===== src/rtl/seg7_scan_driver.sv =====
// Time-multiplexed hex 7-segment driver for a common-anode display.
// Latches display data on load and scans one digit per slot, with a one-cycle dead time at each slot start.
module seg7_scan_driver #(
  parameter int DIGITS      = 4,
  parameter int SCAN_DIV    = 50000,
  parameter int BLINK_SCANS = 64
) (
  input  logic                  clk,
  input  logic                  rst,
  input  logic                  load,
  input  logic [4*DIGITS-1:0]   hex_in,
  input  logic [DIGITS-1:0]     point_in,
  input  logic [DIGITS-1:0]     blank_in,
  input  logic [DIGITS-1:0]     blink_in,
  output logic [6:0]            seg_n,
  output logic                  dp_n,
  output logic [DIGITS-1:0]     an_n,
  output logic                  frame_done
);

  localparam int PW = $clog2(SCAN_DIV);
  localparam int KW = (DIGITS > 1) ? $clog2(DIGITS) : 1;
  localparam int BW = (BLINK_SCANS > 1) ? $clog2(BLINK_SCANS) : 1;

  localparam logic [PW-1:0] P_LAST = PW'(SCAN_DIV - 1);
  localparam logic [KW-1:0] K_LAST = KW'(DIGITS - 1);
  localparam logic [BW-1:0] B_LAST = BW'(BLINK_SCANS - 1);

  logic [4*DIGITS-1:0] hex_q;
  logic [DIGITS-1:0]   point_q;
  logic [DIGITS-1:0]   blank_q;
  logic [DIGITS-1:0]   blink_q;

  logic [PW-1:0] p;
  logic [KW-1:0] k;
  logic [BW-1:0] blink_cnt;
  logic          phase;

  logic              slot_end;
  logic              frame_wrap;
  logic [3:0]        cur_hex;
  logic              cur_point;
  logic              cur_blank;
  logic              cur_blink;
  logic [DIGITS-1:0] cur_sel;
  logic              driven;
  logic [6:0]        seg_d;
  logic              dp_d;
  logic [DIGITS-1:0] an_d;

  // Lit-segment pattern, bit0 = a ... bit6 = g.
  function automatic logic [6:0] decode(input logic [3:0] v);
    logic [6:0] s;
    case (v)
      4'h0: s = 7'h3F;
      4'h1: s = 7'h06;
      4'h2: s = 7'h5B;
      4'h3: s = 7'h4F;
      4'h4: s = 7'h66;
      4'h5: s = 7'h6D;
      4'h6: s = 7'h7D;
      4'h7: s = 7'h07;
      4'h8: s = 7'h7F;
      4'h9: s = 7'h6F;
      4'hA: s = 7'h77;
      4'hB: s = 7'h7C;
      4'hC: s = 7'h39;
      4'hD: s = 7'h5E;
      4'hE: s = 7'h79;
      default: s = 7'h71;
    endcase
    return s;
  endfunction

  assign slot_end   = (p == P_LAST);
  assign frame_wrap = slot_end && (k == K_LAST);

  // Digit select by comparison keeps indexing in range for non-power-of-two digit counts.
  always_comb begin
    cur_hex   = 4'h0;
    cur_point = 1'b0;
    cur_blank = 1'b0;
    cur_blink = 1'b0;
    cur_sel   = '0;
    for (int i = 0; i < DIGITS; i++) begin
      if (k == KW'(i)) begin
        cur_hex    = hex_q[4*i +: 4];
        cur_point  = point_q[i];
        cur_blank  = blank_q[i];
        cur_blink  = blink_q[i];
        cur_sel[i] = 1'b1;
      end
    end
  end

  always_comb begin
    driven = (p != '0) && !cur_blank && !(cur_blink && phase);
    seg_d  = 7'h7F;
    dp_d   = 1'b1;
    an_d   = '1;
    if (driven) begin
      seg_d = ~decode(cur_hex);
      dp_d  = ~cur_point;
      an_d  = ~cur_sel;
    end
  end

  always_ff @(posedge clk) begin
    if (rst) begin
      hex_q      <= '0;
      point_q    <= '0;
      blank_q    <= '0;
      blink_q    <= '0;
      p          <= '0;
      k          <= '0;
      blink_cnt  <= '0;
      phase      <= 1'b0;
      seg_n      <= 7'h7F;
      dp_n       <= 1'b1;
      an_n       <= '1;
      frame_done <= 1'b0;
    end else begin
      if (load) begin
        hex_q   <= hex_in;
        point_q <= point_in;
        blank_q <= blank_in;
        blink_q <= blink_in;
      end

      if (slot_end) begin
        p <= '0;
        k <= (k == K_LAST) ? '0 : k + 1'b1;
      end else begin
        p <= p + 1'b1;
      end

      // Blink phase advances only on whole frames so every digit sees the same blink timing.
      if (frame_wrap) begin
        if (blink_cnt == B_LAST) begin
          blink_cnt <= '0;
          phase     <= ~phase;
        end else begin
          blink_cnt <= blink_cnt + 1'b1;
        end
      end

      seg_n      <= seg_d;
      dp_n       <= dp_d;
      an_n       <= an_d;
      frame_done <= frame_wrap;
    end
  end

endmodule


===== config.mk =====
export PLATFORM = sky130hd
export DESIGN_NAME = seg7_scan_driver
export DESIGN_NICKNAME = d
export VERILOG_FILES = /design/src/rtl/seg7_scan_driver.sv
export SDC_FILE = /design/constraint.sdc
export NUM_CORES = 1
export LEC_CHECK = 0
export BUFFER_PORTS_ARGS = -buffer_cell sky130_fd_sc_hd__buf_2
export CORE_UTILIZATION = 45
export CTS_BUF_LIST = sky130_fd_sc_hd__clkbuf_16
export DETAILED_ROUTE_END_ITERATION = 12
export PLACE_DENSITY = 0.65
export SETUP_SLACK_MARGIN = 0.3
export SLEW_MARGIN = 25
export SYNTH_ARGS = -nofsm -noshare
export SYNTH_HDL_FRONTEND = slang
export SYNTH_SLANG_ARGS = --single-unit
export TNS_END_PERCENT = 5

===== constraint.sdc =====
create_clock -name clk -period 6.9 [get_ports clk]
set_clock_uncertainty 0.15 [all_clocks]
set_input_delay 1.38 -clock clk [delete_from_list [all_inputs] [get_ports clk]]
set_output_delay 1.38 -clock clk [all_outputs]
set_load 0.05 [all_outputs]

Word-level counts from Yosys, hierarchy flattened
Memory sizes are Yosys's and may differ from the RTL's.
Index checks and enable logic that the tools add are counted.
{ "classes": {"addsub": 3, "bitwise": 5, "eq_ne": 5, "n_mux": 23, "n_reduce_logical": 11} }
{ "op_table": {"columns": ["operator", "count"], "rows": [
  ["16-bit by 1-bit adder with 16-bit output, second input constant", 1],
  ["16-bit equality test, second input constant", 1],
  ["1-bit 2-to-1 mux", 16],
  ["4-bit 2-to-1 mux", 4],
  ["16-bit nonzero test", 1],
  ["7-bit 2-to-1 mux", 1],
  ["7-bit inverter", 1],
  ["6-bit by 1-bit adder with 6-bit output, second input constant", 1],
  ["6-bit equality test, second input constant", 1],
  ["6-bit 2-to-1 mux", 1],
  ["2-bit equality test, second input constant", 2],
  ["1-bit logical AND", 4],
  ["4-bit inverter", 1],
  ["2-bit OR reduction", 2],
  ["1-bit inverter", 3],
  ["2-bit by 1-bit adder with 2-bit output, second input constant", 1],
  ["2-bit by 1-bit equality test with 1-bit output, second input constant", 1],
  ["1-bit zero test", 2],
  ["2-bit zero test", 1],
  ["2-bit 2-to-1 mux", 1],
  ["2-bit AND reduction", 1]
]} }
{ "word_totals": {"input_bits": 31, "out_inout_bits": 13, "rom_bits": 112, "register_bits": 66, "mem_count": 1} }
{ "mem_list": {"columns": ["memory", "depth", "word_bits", "rd", "rd_ports_with_merged_regs", "wr", "line", "source"], "rows": [
  ["(no name shown)", 16, 7, 1, 0, 0, "54", "case (v)"]
]} }

Longest topological paths before layout
{ "depth": {"word_depth": 10, "depth_mapped": 10, "ltp_nobuf": 9} }

Worst setup path after synthesis
OpenSTA, ideal clock, no wires.
{ "synth_path": {"path_type": "input to register", "startpoint": "input port load", "endpoint": "register blank_q[3]", "arrival_ps": 2543, "required_time_ps": 6622, "path_stages": 4, "path_slack_ps": 4079, "path_cell_list": "clkbuf_1 > clkbuf_1 > mux2i_1 > nor2_1"} }
{ "synth_rtl": {"columns": ["item", "line", "source"], "rows": [
  ["start: declaration", "10", "input logic load,"],
  ["end signal: assignment", "126", "blank_q <= blank_in;"],
  ["end: declaration", "31", "logic [DIGITS-1:0] blank_q;"]
]} }

Worst setup path after layout
{ "layout_path": {"startpoint": "input port rst", "endpoint": "register seg_n[1]"} }
{ "layout_between": {"elab_chain_len": 1} }
{ "layout_lines": {"columns": ["item", "line", "source"], "rows": [
  ["start: declaration", "9", "input logic rst,"],
  ["2-bit OR reduction (no line)", null, null],
  ["end signal: assignment", "147", "seg_n <= seg_d;"],
  ["end: declaration", "15", "output logic [6:0] seg_n,"]
]} }
Every way passes these cells.
A chain may end at the register's enable or synchronous reset.

==> impl_metrics.ini <==
[yosys]
synth-seq-cells = 66
synthTopCellsByArea = dfxtp_1 44%, mux2i_1 11%, nor2_1 6.9%
synth_top_family_by_area = simple AND/OR/NAND/NOR gates
postSynth.asyncResetShare_pct = 0
syn_inst = 337
synth-compound-area-share_pct = 7.84
post_synth_xor_area_fraction_pct = 5.20
muxShareOfSynthArea_pct = 10.6
synth-seq-area-share_pct = 43.6
ys.flop_type = dfxtp_1
synth_top_area_share_pct = 43.6
synth_top_area_cell = dfxtp_1
synth-edff-count = 0
syn_area_um2 = 3030
synthSimpleGateAreaFrac_pct = 23.2
syn-num-nets = 382
ys_warn_count = 0
avgSynthCellArea_um2 = 8.99
synth_adder_area_share_pct = 5.78
netlist-cell-type-count = 43

[placement]
place_inst = 440
place_hpwl_mm = 4.21
dpl_cell_area_um2 = 3280
portBuffers = 43
place_congestion = 0.819
dp_slack_ns = 3.40

[worst_setup_path]
cp.required_ns = 6.91
cp_max_fo = 42
arrival_ns = 3.16
end_kind = flop
worst_setup_path_start_kind = input port
criticalPathCategory = input port to flop

[clocking]
clk_pin_slew_ns = 0.05
holdBufCountCts = 0
post_cts_buffers = 0
cts_tree = built
cts.sinks = 66
cts_buffers = 9
clock_tree.buffer_depth = 2
h-tree-depth = 3
clock_latency_ns = 0.32
cts_root_buffer = clkbuf_16
cts_resized = 0

[floorplanning]
start_util_pct = 47.2
io_pins = 44
fp.dieH_um = 84.1
std_cell_rows = 29
die_w_um = 84.1
coreArea_um2 = 6420
dieArea_um2 = 7070

[sta]
setup_tns_ns = 0
final_max_slew_viol_count = 0
timing.final.ws_setup_ns = 3.75
worst_hold_slack_ns = 0.330
hold_viol = 0
worst-slew-pin-transition_ns = 1.03
timing.final.crit_period_ns = 3.15
fin_crit_sh_pct = 45.6
rsz0062_at_grt = false
slew_headroom_pct = 31.0
setup_violations = 0
max_freq_mhz = 318

[detailed_routing]
drcViolationCount = 12
wire_per_inst_um = 13.4
vias = 2422
dr.first_iter.drc_count = 141
routed_via_density = 5.31
firstDrtPassIters = 8
drt-total-wl_mm = 6.12
postRouteAntennaNets = 0

[final_layout]
syn_to_final_growth_pct = 16.5
stdcell_area_um2 = 3530
finalNonFillerCells = 456
drive_gt1_share_pct = 15.8
fin_nets = 419
diodes = 0

[min_path]
min_path_type = flop to flop

[power_and_ir_drop]
switching_power_mw = 0.215
powerDensity_nw_per_um2 = 249
irDropWorstVdd_uv = 125
power_frac_clock_pct = 44.4
power_frac_comb_pct = 9.5
p_sw_share_pct = 24.5
p_leak_nw = 1.45
p_seq_share_pct = 46.2
cell_internal_pwr_mw = 0.664

[global_route]
grt_pass1_vias = 2189
grt_max_degree = 43
grt_pass1_wl_mm = 10.2
grt-ovfl-total = 0
antenna_found_initial = 0
gr-usage-all-layers_pct = 18.2

[status]
violations = design-rule violations
status = finished with violations

[flow_run]
drv_cap = 0
## cells in the final DEF (no fill, tap or decap), types with 3 or more instances in the layout
| cell type | instances |
|---|---|
| xor2_1 | 10 |
| nor2_1 | 56 |
| nand2_1 | 32 |
| a211oi_1 | 6 |
| mux2i_1 | 32 |
| nand3b_1 | 4 |
| nor3b_1 | 4 |
| a21oi_1 | 11 |
| o21ai_0 | 4 |
| nand3_1 | 10 |
| and3_1 | 3 |
| clkbuf_16 | 9 |
| nand4_1 | 9 |
| xnor2_1 | 8 |
| clkinv_1 | 3 |
| o221ai_1 | 3 |
| ha_1 | 14 |
| buf_2 | 43 |
| inv_1 | 15 |
| nor3_1 | 6 |
| nor2b_1 | 5 |
| dfxtp_1 | 66 |
## power groups by stage
stage	Clock [mW]	Sequential [mW]	Combinational (mW)
2_1_floorplan	0	0.429	0.0448
3_3_place_gp	0	0.413	0.0825
3_5_place_dp	0	0.413	0.0835
4_1_cts	0.395	0.405	0.0838
5_1_grt	0.415	0.407	0.0909
6_report	0.390	0.406	0.0831
## worst max-delay path: stages
cell and delay (ns):
buf_2 0.34, a21oi_1 0.23, nand2_1 0.08, a31oi_1 0.28, nor2b_1 0.61, o221ai_1 0.23
## per-stage QoR
step	total power, mW	util, %
finish	0.879	55.0
global route	0.913	55.0
CTS	0.885	55.0
detailed placement	0.497	51.0
global placement	0.496	51.0
floorplan	0.474	-
## synthesized netlist by cell type, drive strengths merged, types with 2 or more instances
cell type and count:
a211oi 6, a21oi 11, a311oi 3, and3 3, buf 3, clkbuf 14, dfxtp 66, ha 14
inv 13, mux2i 32, nand2 33, nand3 10, nand3b 4, nand4 9, nor2 56, nor2b 5
nor3 6, nor3b 4, nor4 4, o21ai 4, o221ai 3, or3 2, or4 2, xnor2 8
xor2 10
## area by class of cell
class / count / area [µm²]
Clock buffer: 9 / 225
Clock inverter: 7 / 28.8
Sequential cell: 66 / 1320
Timing Repair Buffer: 43 / 215
Inverter: 13 / 48.8
Multi-Input combinational cell: 241 / 1590
Fill cell: 610 / 2890
Tap cell: 77 / 96.3
## state kept, by name, indices dropped and copies added, names as in the netlist
| signal | count |
|---|---|
| blink_cnt | 6 |
| blink_q | 4 |
| seg_n | 7 |
| k | 2 |
| point_q | 4 |
| blank_q | 4 |
| p | 16 |
| dp_n | 1 |
| hex_q | 16 |
| frame_done | 1 |
| an_n | 4 |
| phase | 1 |
## cell families (layout without fill, tap and decap cells)
group / Yosys count / after routing
AND/OR/NAND/NOR: 143 / 143
flip-flops: 66 / 66
AO/OA/AOI/OAI: 34 / 34
multiplexers: 32 / 32
buffers and inverters: 30 / 72
XOR/XNOR: 18 / 18
adder cells (fa/ha/maj): 14 / 14
## routing by layer
metal	routed length [µm]	global-route usage (%)
met1	2910	22.9
met2	2850	29.4
met3	269	4.25
met4	87	8.46
met5	0	0
## final timing paths
check / from / endpoint / slack (ns) / depth (start not counted)
hold / removal: p[0] / p[0] / 0.33 / 1
hold reg to reg: p[0] / p[0] / 0.33 / 1
setup / recovery: rst / seg_n[1] / 3.75 / 6
setup reg to reg: k[0] / seg_n[4] / 4.04 / 6
Note: power is estimated with default switching activity, not from simulation.
